--- config.mk ---
export PLATFORM = sky130hd
export DESIGN_NAME = instr_sequencer_flat
export DESIGN_NICKNAME = d
export VERILOG_FILES = /design/src/rtl/cpu_pkg.sv /design/src/rtl/instr_sequencer_if.sv /design/src/rtl/instr_decode.sv /design/src/rtl/instr_sequencer.sv /design/src/flat_wrapper.sv
export SDC_FILE = /design/constraint.sdc
export NUM_CORES = 1
export LEC_CHECK = 0
export BUFFER_PORTS_ARGS = -buffer_cell sky130_fd_sc_hd__buf_2
export CAP_MARGIN = 20
export CORE_AREA = 8 8 75 77
export CTS_CLUSTER_DIAMETER = 100
export DETAILED_ROUTE_END_ITERATION = 10
export DIE_AREA = 0 0 83 85
export GPL_ROUTABILITY_DRIVEN = 0
export PLACE_DENSITY = 0.74
export REMOVE_ABC_BUFFERS = 1
export SLEW_MARGIN = 15
export SYNTH_ARGS = -nofsm -noshare
export SYNTH_HDL_FRONTEND = slang
export SYNTH_SLANG_ARGS = --single-unit
export TNS_END_PERCENT = 5
--- constraint.sdc ---
create_clock -name clk -period 3.7 [get_ports clk]
set_input_delay 0.555 -clock clk [delete_from_list [all_inputs] [get_ports clk]]
set_output_delay 0.555 -clock clk [all_outputs]
set_load 0.01 [all_outputs]
--- src/rtl/cpu_pkg.sv ---
// cpu_pkg: opcodes, ALU modes, instruction fields and FSM/class types for the instruction sequencer
package cpu_pkg;
  localparam logic [3:0] OP_LD  = 4'h0;
  localparam logic [3:0] OP_ST  = 4'h1;
  localparam logic [3:0] OP_MI  = 4'h2;
  localparam logic [3:0] OP_MR  = 4'h3;
  localparam logic [3:0] OP_SUM = 4'h4;
  localparam logic [3:0] OP_SB  = 4'h5;
  localparam logic [3:0] OP_ANR = 4'h6;
  localparam logic [3:0] OP_CM  = 4'h7;
  localparam logic [3:0] OP_ORR = 4'h8;
  localparam logic [3:0] OP_XRR = 4'h9;
  localparam logic [3:0] OP_ORI = 4'hA;
  localparam logic [3:0] OP_XRI = 4'hB;
  localparam logic [3:0] OP_SMI = 4'hC;
  localparam logic [3:0] OP_SBI = 4'hD;
  localparam logic [3:0] OP_ANI = 4'hE;
  localparam logic [3:0] OP_CMI = 4'hF;

  localparam logic [2:0] MODE_ADD = 3'b000;
  localparam logic [2:0] MODE_SUB = 3'b001;
  localparam logic [2:0] MODE_AND = 3'b100;
  localparam logic [2:0] MODE_OR  = 3'b101;
  localparam logic [2:0] MODE_XOR = 3'b110;
  localparam logic [2:0] MODE_CMP = 3'b111;

  localparam int OP_MSB = 7;
  localparam int OP_LSB = 4;
  localparam int RD_MSB = 3;
  localparam int RD_LSB = 2;
  localparam int RS_MSB = 1;
  localparam int RS_LSB = 0;

  typedef enum logic [2:0] {S_IDLE, S_SRC_RD, S_DST_RD, S_WB, S_DONE} state_e;
  typedef enum logic [2:0] {CLS_RR, CLS_IMM, CLS_MR, CLS_MI, CLS_ILL} cls_e;

  function automatic cls_e cls_of(input logic [3:0] op);
    case (op)
      OP_LD, OP_ST: return CLS_ILL;
      OP_MI: return CLS_MI;
      OP_MR: return CLS_MR;
      OP_SUM, OP_SB, OP_ANR, OP_ORR, OP_XRR, OP_CM: return CLS_RR;
      default: return CLS_IMM;
    endcase
  endfunction

  function automatic logic [2:0] mode_of(input logic [3:0] op);
    case (op)
      OP_SB, OP_SBI: return MODE_SUB;
      OP_ANR, OP_ANI: return MODE_AND;
      OP_ORR, OP_ORI: return MODE_OR;
      OP_XRR, OP_XRI: return MODE_XOR;
      OP_CM, OP_CMI: return MODE_CMP;
      default: return MODE_ADD;
    endcase
  endfunction
endpackage

--- src/rtl/instr_sequencer_if.sv ---
// instr_sequencer_if: instruction handshake plus register-file/ALU control and data bundle
interface instr_sequencer_if #(parameter int DATA_W = 8);
  logic              instr_valid;
  logic [7:0]        instruction;
  logic              instr_ready;
  logic [DATA_W-1:0] data_bus_out;
  logic [DATA_W-1:0] alu_sum;
  logic              alu_zero;
  logic              alu_carry;
  logic [1:0]        register_select;
  logic              mem_enable;
  logic              read_write;
  logic [DATA_W-1:0] data_bus_in;
  logic              alu_enable;
  logic [2:0]        mode;
  logic [DATA_W-1:0] immediate_input;
  logic              zero_flag;
  logic              carry_flag;
  logic              done;
  logic              illegal;
  modport slave (
    input  instr_valid, instruction, data_bus_out, alu_sum, alu_zero, alu_carry,
    output instr_ready, register_select, mem_enable, read_write, data_bus_in,
           alu_enable, mode, immediate_input, zero_flag, carry_flag, done, illegal
  );
  modport master (
    output instr_valid, instruction, data_bus_out, alu_sum, alu_zero, alu_carry,
    input  instr_ready, register_select, mem_enable, read_write, data_bus_in,
           alu_enable, mode, immediate_input, zero_flag, carry_flag, done, illegal
  );
endinterface

--- src/rtl/instr_decode.sv ---
// instr_decode: splits a latched instruction into class, ALU mode, register fields and immediate
module instr_decode
  import cpu_pkg::*;
#(
  parameter int DATA_W = 8
) (
  input  logic [7:0]        instr,
  output cls_e              cls,
  output logic [2:0]        mode,
  output logic [1:0]        rd,
  output logic [1:0]        rs,
  output logic [DATA_W-1:0] imm,
  output logic              illegal
);
  assign cls     = cls_of(instr[OP_MSB:OP_LSB]);
  assign mode    = mode_of(instr[OP_MSB:OP_LSB]);
  assign rd      = instr[RD_MSB:RD_LSB];
  assign rs      = instr[RS_MSB:RS_LSB];
  assign imm     = {{(DATA_W-2){instr[RS_MSB]}}, instr[RS_MSB:RS_LSB]};
  assign illegal = cls == CLS_ILL;
endmodule

--- src/rtl/instr_sequencer.sv ---
// instr_sequencer: multi-cycle FSM sequencing register-file reads, ALU execute and writeback
module instr_sequencer
  import cpu_pkg::*;
#(
  parameter int DATA_W  = 8,
  parameter int RF_LAT  = 1,
  parameter int ALU_LAT = 1
) (
  input logic              clk,
  input logic              reset,
  instr_sequencer_if.slave bus
);
  localparam int CNT_W = $clog2(RF_LAT + ALU_LAT + 2);
  localparam logic [CNT_W-1:0] SRC_LAST = CNT_W'(RF_LAT);
  localparam logic [CNT_W-1:0] DST_LAST = CNT_W'(RF_LAT + ALU_LAT);

  state_e            state_q, state_d;
  logic [CNT_W-1:0]  cnt_q, cnt_d;
  logic [7:0]        instr_q, instr_d;
  logic [DATA_W-1:0] opnd_q, opnd_d, res_q, res_d;
  logic              zero_q, zero_d, carry_q, carry_d;

  cls_e              cls, new_cls;
  logic [2:0]        op_mode;
  logic [1:0]        rd, rs;
  logic [DATA_W-1:0] imm;
  logic              ill;

  logic              ready, mem_en, rw, alu_en, done, illegal;
  logic [1:0]        sel;
  logic [2:0]        mode;
  logic [DATA_W-1:0] dbi, imm_in;

  instr_decode #(.DATA_W(DATA_W)) u_dec (
    .instr(instr_q), .cls(cls), .mode(op_mode), .rd(rd), .rs(rs), .imm(imm), .illegal(ill)
  );

  assign new_cls = cls_of(bus.instruction[OP_MSB:OP_LSB]);

  always_comb begin
    state_d = state_q;
    cnt_d   = cnt_q;
    instr_d = instr_q;
    opnd_d  = opnd_q;
    res_d   = res_q;
    zero_d  = zero_q;
    carry_d = carry_q;
    ready   = 1'b0;
    mem_en  = 1'b0;
    rw      = 1'b1;
    alu_en  = 1'b0;
    sel     = '0;
    dbi     = '0;
    mode    = '0;
    imm_in  = '0;
    done    = 1'b0;
    illegal = 1'b0;
    case (state_q)
      S_IDLE: begin
        ready = 1'b1;
        if (bus.instr_valid) begin
          instr_d = bus.instruction;
          cnt_d   = '0;
          state_d = (new_cls == CLS_RR || new_cls == CLS_MR) ? S_SRC_RD :
                    new_cls == CLS_IMM ? S_DST_RD : new_cls == CLS_MI ? S_WB : S_DONE;
        end
      end
      S_SRC_RD: begin
        mem_en = 1'b1;
        sel    = rs;
        cnt_d  = cnt_q + 1'b1;
        if (cnt_q == SRC_LAST) begin
          opnd_d  = bus.data_bus_out;
          cnt_d   = '0;
          state_d = cls == CLS_MR ? S_WB : S_DST_RD;
        end
      end
      // rd is read RF_LAT cycles, then the ALU needs ALU_LAT more before its result is valid
      S_DST_RD: begin
        mem_en = 1'b1;
        sel    = rd;
        alu_en = 1'b1;
        mode   = op_mode;
        imm_in = cls == CLS_RR ? opnd_q : imm;
        cnt_d  = cnt_q + 1'b1;
        if (cnt_q == DST_LAST) begin
          res_d   = bus.alu_sum;
          zero_d  = bus.alu_zero;
          carry_d = bus.alu_carry;
          cnt_d   = '0;
          state_d = op_mode == MODE_CMP ? S_DONE : S_WB;
        end
      end
      S_WB: begin
        mem_en  = 1'b1;
        rw      = 1'b0;
        sel     = rd;
        dbi     = cls == CLS_MR ? opnd_q : cls == CLS_MI ? imm : res_q;
        state_d = S_DONE;
      end
      S_DONE: begin
        done    = 1'b1;
        illegal = ill;
        state_d = S_IDLE;
      end
      default: state_d = S_IDLE;
    endcase
  end

  always_ff @(posedge clk) begin
    if (reset) begin
      state_q <= S_IDLE;
      cnt_q   <= '0;
      instr_q <= '0;
      opnd_q  <= '0;
      res_q   <= '0;
      zero_q  <= 1'b0;
      carry_q <= 1'b0;
    end else begin
      state_q <= state_d;
      cnt_q   <= cnt_d;
      instr_q <= instr_d;
      opnd_q  <= opnd_d;
      res_q   <= res_d;
      zero_q  <= zero_d;
      carry_q <= carry_d;
    end
  end

  assign bus.instr_ready     = ready;
  assign bus.mem_enable      = mem_en;
  assign bus.read_write      = rw;
  assign bus.register_select = sel;
  assign bus.data_bus_in     = dbi;
  assign bus.alu_enable      = alu_en;
  assign bus.mode            = mode;
  assign bus.immediate_input = imm_in;
  assign bus.zero_flag       = zero_q;
  assign bus.carry_flag      = carry_q;
  assign bus.done            = done;
  assign bus.illegal         = illegal;
endmodule
--- src/flat_wrapper.sv ---
// flat-port wrapper written by rule: the top's interface ports become plain ports
module instr_sequencer_flat import cpu_pkg::*;
#(
  parameter int DATA_W  = 8,
  parameter int RF_LAT  = 1,
  parameter int ALU_LAT = 1
)
  (clk, reset, bus_instr_valid, bus_instruction, bus_data_bus_out, bus_alu_sum, bus_alu_zero, bus_alu_carry, bus_instr_ready, bus_register_select, bus_mem_enable, bus_read_write, bus_data_bus_in, bus_alu_enable, bus_mode, bus_immediate_input, bus_zero_flag, bus_carry_flag, bus_done, bus_illegal);
  instr_sequencer_if #(.DATA_W(DATA_W)) bus_i ();
  input logic clk;
  input logic reset;
  input wire logic [$bits(bus_i.instr_valid)-1:0] bus_instr_valid;
  input wire logic [$bits(bus_i.instruction)-1:0] bus_instruction;
  input wire logic [$bits(bus_i.data_bus_out)-1:0] bus_data_bus_out;
  input wire logic [$bits(bus_i.alu_sum)-1:0] bus_alu_sum;
  input wire logic [$bits(bus_i.alu_zero)-1:0] bus_alu_zero;
  input wire logic [$bits(bus_i.alu_carry)-1:0] bus_alu_carry;
  output wire logic [$bits(bus_i.instr_ready)-1:0] bus_instr_ready;
  output wire logic [$bits(bus_i.register_select)-1:0] bus_register_select;
  output wire logic [$bits(bus_i.mem_enable)-1:0] bus_mem_enable;
  output wire logic [$bits(bus_i.read_write)-1:0] bus_read_write;
  output wire logic [$bits(bus_i.data_bus_in)-1:0] bus_data_bus_in;
  output wire logic [$bits(bus_i.alu_enable)-1:0] bus_alu_enable;
  output wire logic [$bits(bus_i.mode)-1:0] bus_mode;
  output wire logic [$bits(bus_i.immediate_input)-1:0] bus_immediate_input;
  output wire logic [$bits(bus_i.zero_flag)-1:0] bus_zero_flag;
  output wire logic [$bits(bus_i.carry_flag)-1:0] bus_carry_flag;
  output wire logic [$bits(bus_i.done)-1:0] bus_done;
  output wire logic [$bits(bus_i.illegal)-1:0] bus_illegal;
  assign bus_i.instr_valid = bus_instr_valid;
  assign bus_i.instruction = bus_instruction;
  assign bus_i.data_bus_out = bus_data_bus_out;
  assign bus_i.alu_sum = bus_alu_sum;
  assign bus_i.alu_zero = bus_alu_zero;
  assign bus_i.alu_carry = bus_alu_carry;
  assign bus_instr_ready = bus_i.instr_ready;
  assign bus_register_select = bus_i.register_select;
  assign bus_mem_enable = bus_i.mem_enable;
  assign bus_read_write = bus_i.read_write;
  assign bus_data_bus_in = bus_i.data_bus_in;
  assign bus_alu_enable = bus_i.alu_enable;
  assign bus_mode = bus_i.mode;
  assign bus_immediate_input = bus_i.immediate_input;
  assign bus_zero_flag = bus_i.zero_flag;
  assign bus_carry_flag = bus_i.carry_flag;
  assign bus_done = bus_i.done;
  assign bus_illegal = bus_i.illegal;
  instr_sequencer #(.DATA_W(DATA_W), .RF_LAT(RF_LAT), .ALU_LAT(ALU_LAT)) u_core (.clk(clk), .reset(reset), .bus(bus_i));
endmodule
==> metrics.json <==
{
  "global_routing": {
    "global_route_wire_length_before_repair_um": 8140,
    "remaining_overflow_grt": 0,
    "gr-usage-met2_pct": 19.3,
    "grt_util_all_layers_pct": 13.7,
    "grt_pass1_vias": 1684,
    "globalRoute.busiestLayer": "met2",
    "maximum_number_of_pins_on_one_net_before_global_route_repair": 38,
    "grt_antenna_before_repair": 0,
    "groute.layer.met3.usage_pct": 5.27,
    "grt.met1_usage_pct": 18.3
  },
  "clock_network": {
    "clock_tree.root_cell": "clkbuf_8",
    "tritoncts_num_sinks": 37,
    "tritoncts.num_buffers": 5,
    "cts.repair_timing.setup_buffer_count": 0,
    "ctsHtreeMaxLevel": 2,
    "post_cts_hold_buffer_count": 0,
    "cts_resized": 0,
    "worst_skew_pair.late_latency_ps": 290,
    "clk_transition_reported_paths_ps": 80,
    "cts_tree": "done",
    "cts_buffer_depth": 2
  },
  "worst_setup_path": {
    "critical_path.cell_chain": "nor2_1 > nand2_1 > clkinv_1 > and2_1 > buf_2",
    "critical_path.max_fanout": 16,
    "critical_path.n_buffers_inverters": 2,
    "cpLargestDelayFamily": "simple AND/OR/NAND/NOR gates",
    "cpPeakStageDelay_ps": 640,
    "arrival_ps": 2240,
    "cp_data_required_time_ps": 3140,
    "crit_slowest_cell": "dfxtp_1",
    "worstSetupEndpointType": "primary output",
    "timing.setup.critical_path_class": "reg -> out",
    "cp-start-kind": "register"
  },
  "yosys": {
    "synthTopCellsByArea": "dfxtp_1 (39%), nand2_1 (9.4%), a21oi_1 (9.1%), nand3_1 (5.2%), nor2_1 (4.5%)",
    "synth_edf_count": 0,
    "ys_types": 38,
    "netlist_instances": 255,
    "netlist_area_mm2": 0.00192,
    "synth_top_area_share_pct": 38.6,
    "synthesis.area_per_instance_um2": 7.52,
    "synth-seq-cells": 37,
    "synth_largest_area_cell": "dfxtp_1",
    "synthesis.yosys.warnings": 0,
    "postSynth.asyncResetShare_pct": 0,
    "synth-seq-area-share_pct": 38.6,
    "synth-main-ff-cell": "dfxtp_1"
  },
  "sta": {
    "setup_viol_count_final": 0,
    "slew_viol_final": 0,
    "clock.fmax_mhz": 358,
    "finalClockSkew_ps": 7.22,
    "final_period_util_pct": 75.5,
    "fin_crit_ps": 2790,
    "timing.max_slew.rel_slack_pct": 44.0,
    "hold_viol_final": 0,
    "post_route_setup_tns_ps": 0,
    "timing_worst_slew_pin_value_ps": 839,
    "setup_repair_after_global_routing_missed_its_margin": "no"
  },
  "pwr": {
    "comb_power_share_pct": 32.4,
    "power_mw": 1.42,
    "max_rail_drop_vdd_v": 0.000322,
    "pwr-share-clk_pct": 29.1,
    "seqPwrFrac_pct": 38.5,
    "power_dens_cells_mw_per_mm2": 611,
    "power.switching_fraction_pct": 36.5,
    "switching_power_mw": 0.519,
    "power_report.internal_total_mw": 0.902,
    "leakage_nw": 0.954
  },
  "placement": {
    "hpwl_um": 3720,
    "numPortBuffers": 57,
    "placed_cell_area_mm2": 0.00219
  },
  "routing": {
    "detail_route.wl_per_cell_um": 14.0,
    "detail_route.iter0.violations": 115,
    "num_vias": 1892,
    "route.detailed.vias_per_inst": 5.28,
    "drtAntennaViolNets": 0,
    "drtPass1Iterations": 4,
    "number_of_design_rule_violations_left_after_detail_routing": 0,
    "wl_um": 5020
  },
  "finish": {
    "post_route_cells_drive_above_1_share_pct": 24.3,
    "final_cell_area_mm2": 0.00233,
    "antenna_cells_inserted": 0,
    "final_util_pct": 51.3,
    "final_nets": 333,
    "areaGrowthSynthToFinish_pct": 21.3
  },
  "floorplanning": {
    "die-height_um": 85,
    "core_region_area_mm2": 0.00454,
    "die_w_um": 83,
    "num_io_pins": 58,
    "die_area_mm2": 0.00706,
    "initial_core_util_pct": 42.3,
    "rows": 25
  },
  "hold_path": {
    "hp-class": "reg -> reg"
  },
  "outcome": {
    "run_status": "complete, no violations"
  },
  "job": {
    "max-cap-violations": 0
  }
}
[through the flow]
step	hold WS [ps]	std cells	setup WS, ps
6_report	456	358	908
5_1_grt	479	358	666
4_1_cts	459	358	898
3_5_place_dp	448	350	1230
3_3_place_gp	441	350	1330
2_1_floorplan	430	238	1630
[final cells by class]
class                           count  area [µm²]
Tap cell                           54        67.6
Fill cell                         452        2210
Clock inverter                      3        65.1
Inverter                            2        7.51
Timing Repair Buffer               58         293
Clock buffer                        5        68.8
Sequential cell                    37         741
Multi-Input combinational cell    199        1080
[cells by family after synthesis]
group | after synthesis | synth area share, %
flops | 37 | 38.6
compound gates | 66 | 20.1
mux | 8 | 4.31
buf+inv | 19 | 4.83
fa+ha+maj | 1 | 0.652
simple gates | 124 | 31.5
[worst paths after layout]
check	end	slack, ps	startpoint	cells past startpoint
worst max-delay path	bus_mode[2]	910	u_core.state_q[0]	5
worst min-delay path	u_core.bus.zero_flag	460	u_core.bus.zero_flag	2
worst max register to register	u_core.res_q[3]	1470	u_core.state_q[0]	6
worst min register to register	u_core.bus.zero_flag	460	u_core.bus.zero_flag	2
[cell usage after synthesis, types with 2 or more instances]
| cell | n |
|---|---|
| a21oi_1 | 35 |
| nor3_1 | 4 |
| mux2_2 | 2 |
| a31oi_1 | 2 |
| and2_1 | 5 |
| o21ai_0 | 8 |
| nor2_1 | 23 |
| buf_4 | 2 |
| nand2b_1 | 3 |
| mux2i_1 | 6 |
| clkbuf_1 | 9 |
| a31o_2 | 2 |
| a22oi_1 | 3 |
| nor2b_1 | 9 |
| a211oi_1 | 2 |
| nand3_1 | 20 |
| nand2_1 | 48 |
| o21bai_1 | 2 |
| and3_1 | 3 |
| nand3b_1 | 4 |
| buf_2 | 5 |
| o22ai_1 | 6 |
| dfxtp_1 | 37 |
[layer usage]
layer / part of all wire, % / vias up
met4: 1.2 / 0
met2: 42 / 77
met1: 48 / 823
met3: 8.2 / 6
met5: 0 / -
li1: - / 986
[placed cells by master, fill, tap and decap left out, drive strengths merged]
cell type,count
o21ai,8
nand2b,3
o22ai,6
clkinv,2
a221oi,1
a211oi,2
and2,5
a22o,1
a22oi,3
a211o,1
buf,58
mux2,2
nor3b,1
nor2,23
nand3,20
dfxtp,37
o211ai,1
a31o,2
inv,1
nor3,5
nor4b,1
and3,3
or4b,1
o21a,1
nand2,49
mux2i,6
o21bai,2
ha,1
a31oi,2
a21oi,36
clkbuf,5
bufinv,2
nor2b,9
nand3b,4
[power by group through the flow]
| stage | Clock, mW | Combinational, mW | Sequential (mW) |
|---|---|---|---|
| 6_report | 0.413 | 0.461 | 0.547 |
| 5_1_grt | 0.444 | 0.513 | 0.560 |
| 4_1_cts | 0.426 | 0.465 | 0.547 |
| 3_5_place_dp | 0 | 0.461 | 0.556 |
| 3_3_place_gp | 0 | 0.453 | 0.553 |
| 2_1_floorplan | 0 | 0.323 | 0.533 |
[state kept, by name, indices dropped and copies added (netlist names)]
name	cells
u_core.bus.carry_flag	1
u_core.bus.zero_flag	1
u_core.cnt_q	2
u_core.instr_q	8
u_core.opnd_q	8
u_core.res_q	8
u_core.state_q	3
u_core.u_dec.cls	3
u_core.u_dec.mode	3
[tightest hold or removal path: cells and delay by family (launching register included)]
family | cells | cell delay (ps)
flip-flops | 1 | 310
AND/OR/NAND/NOR | 1 | 50
AO/OA/AOI/OAI | 1 | 50
Note: power is estimated with default switching activity, not from simulation.
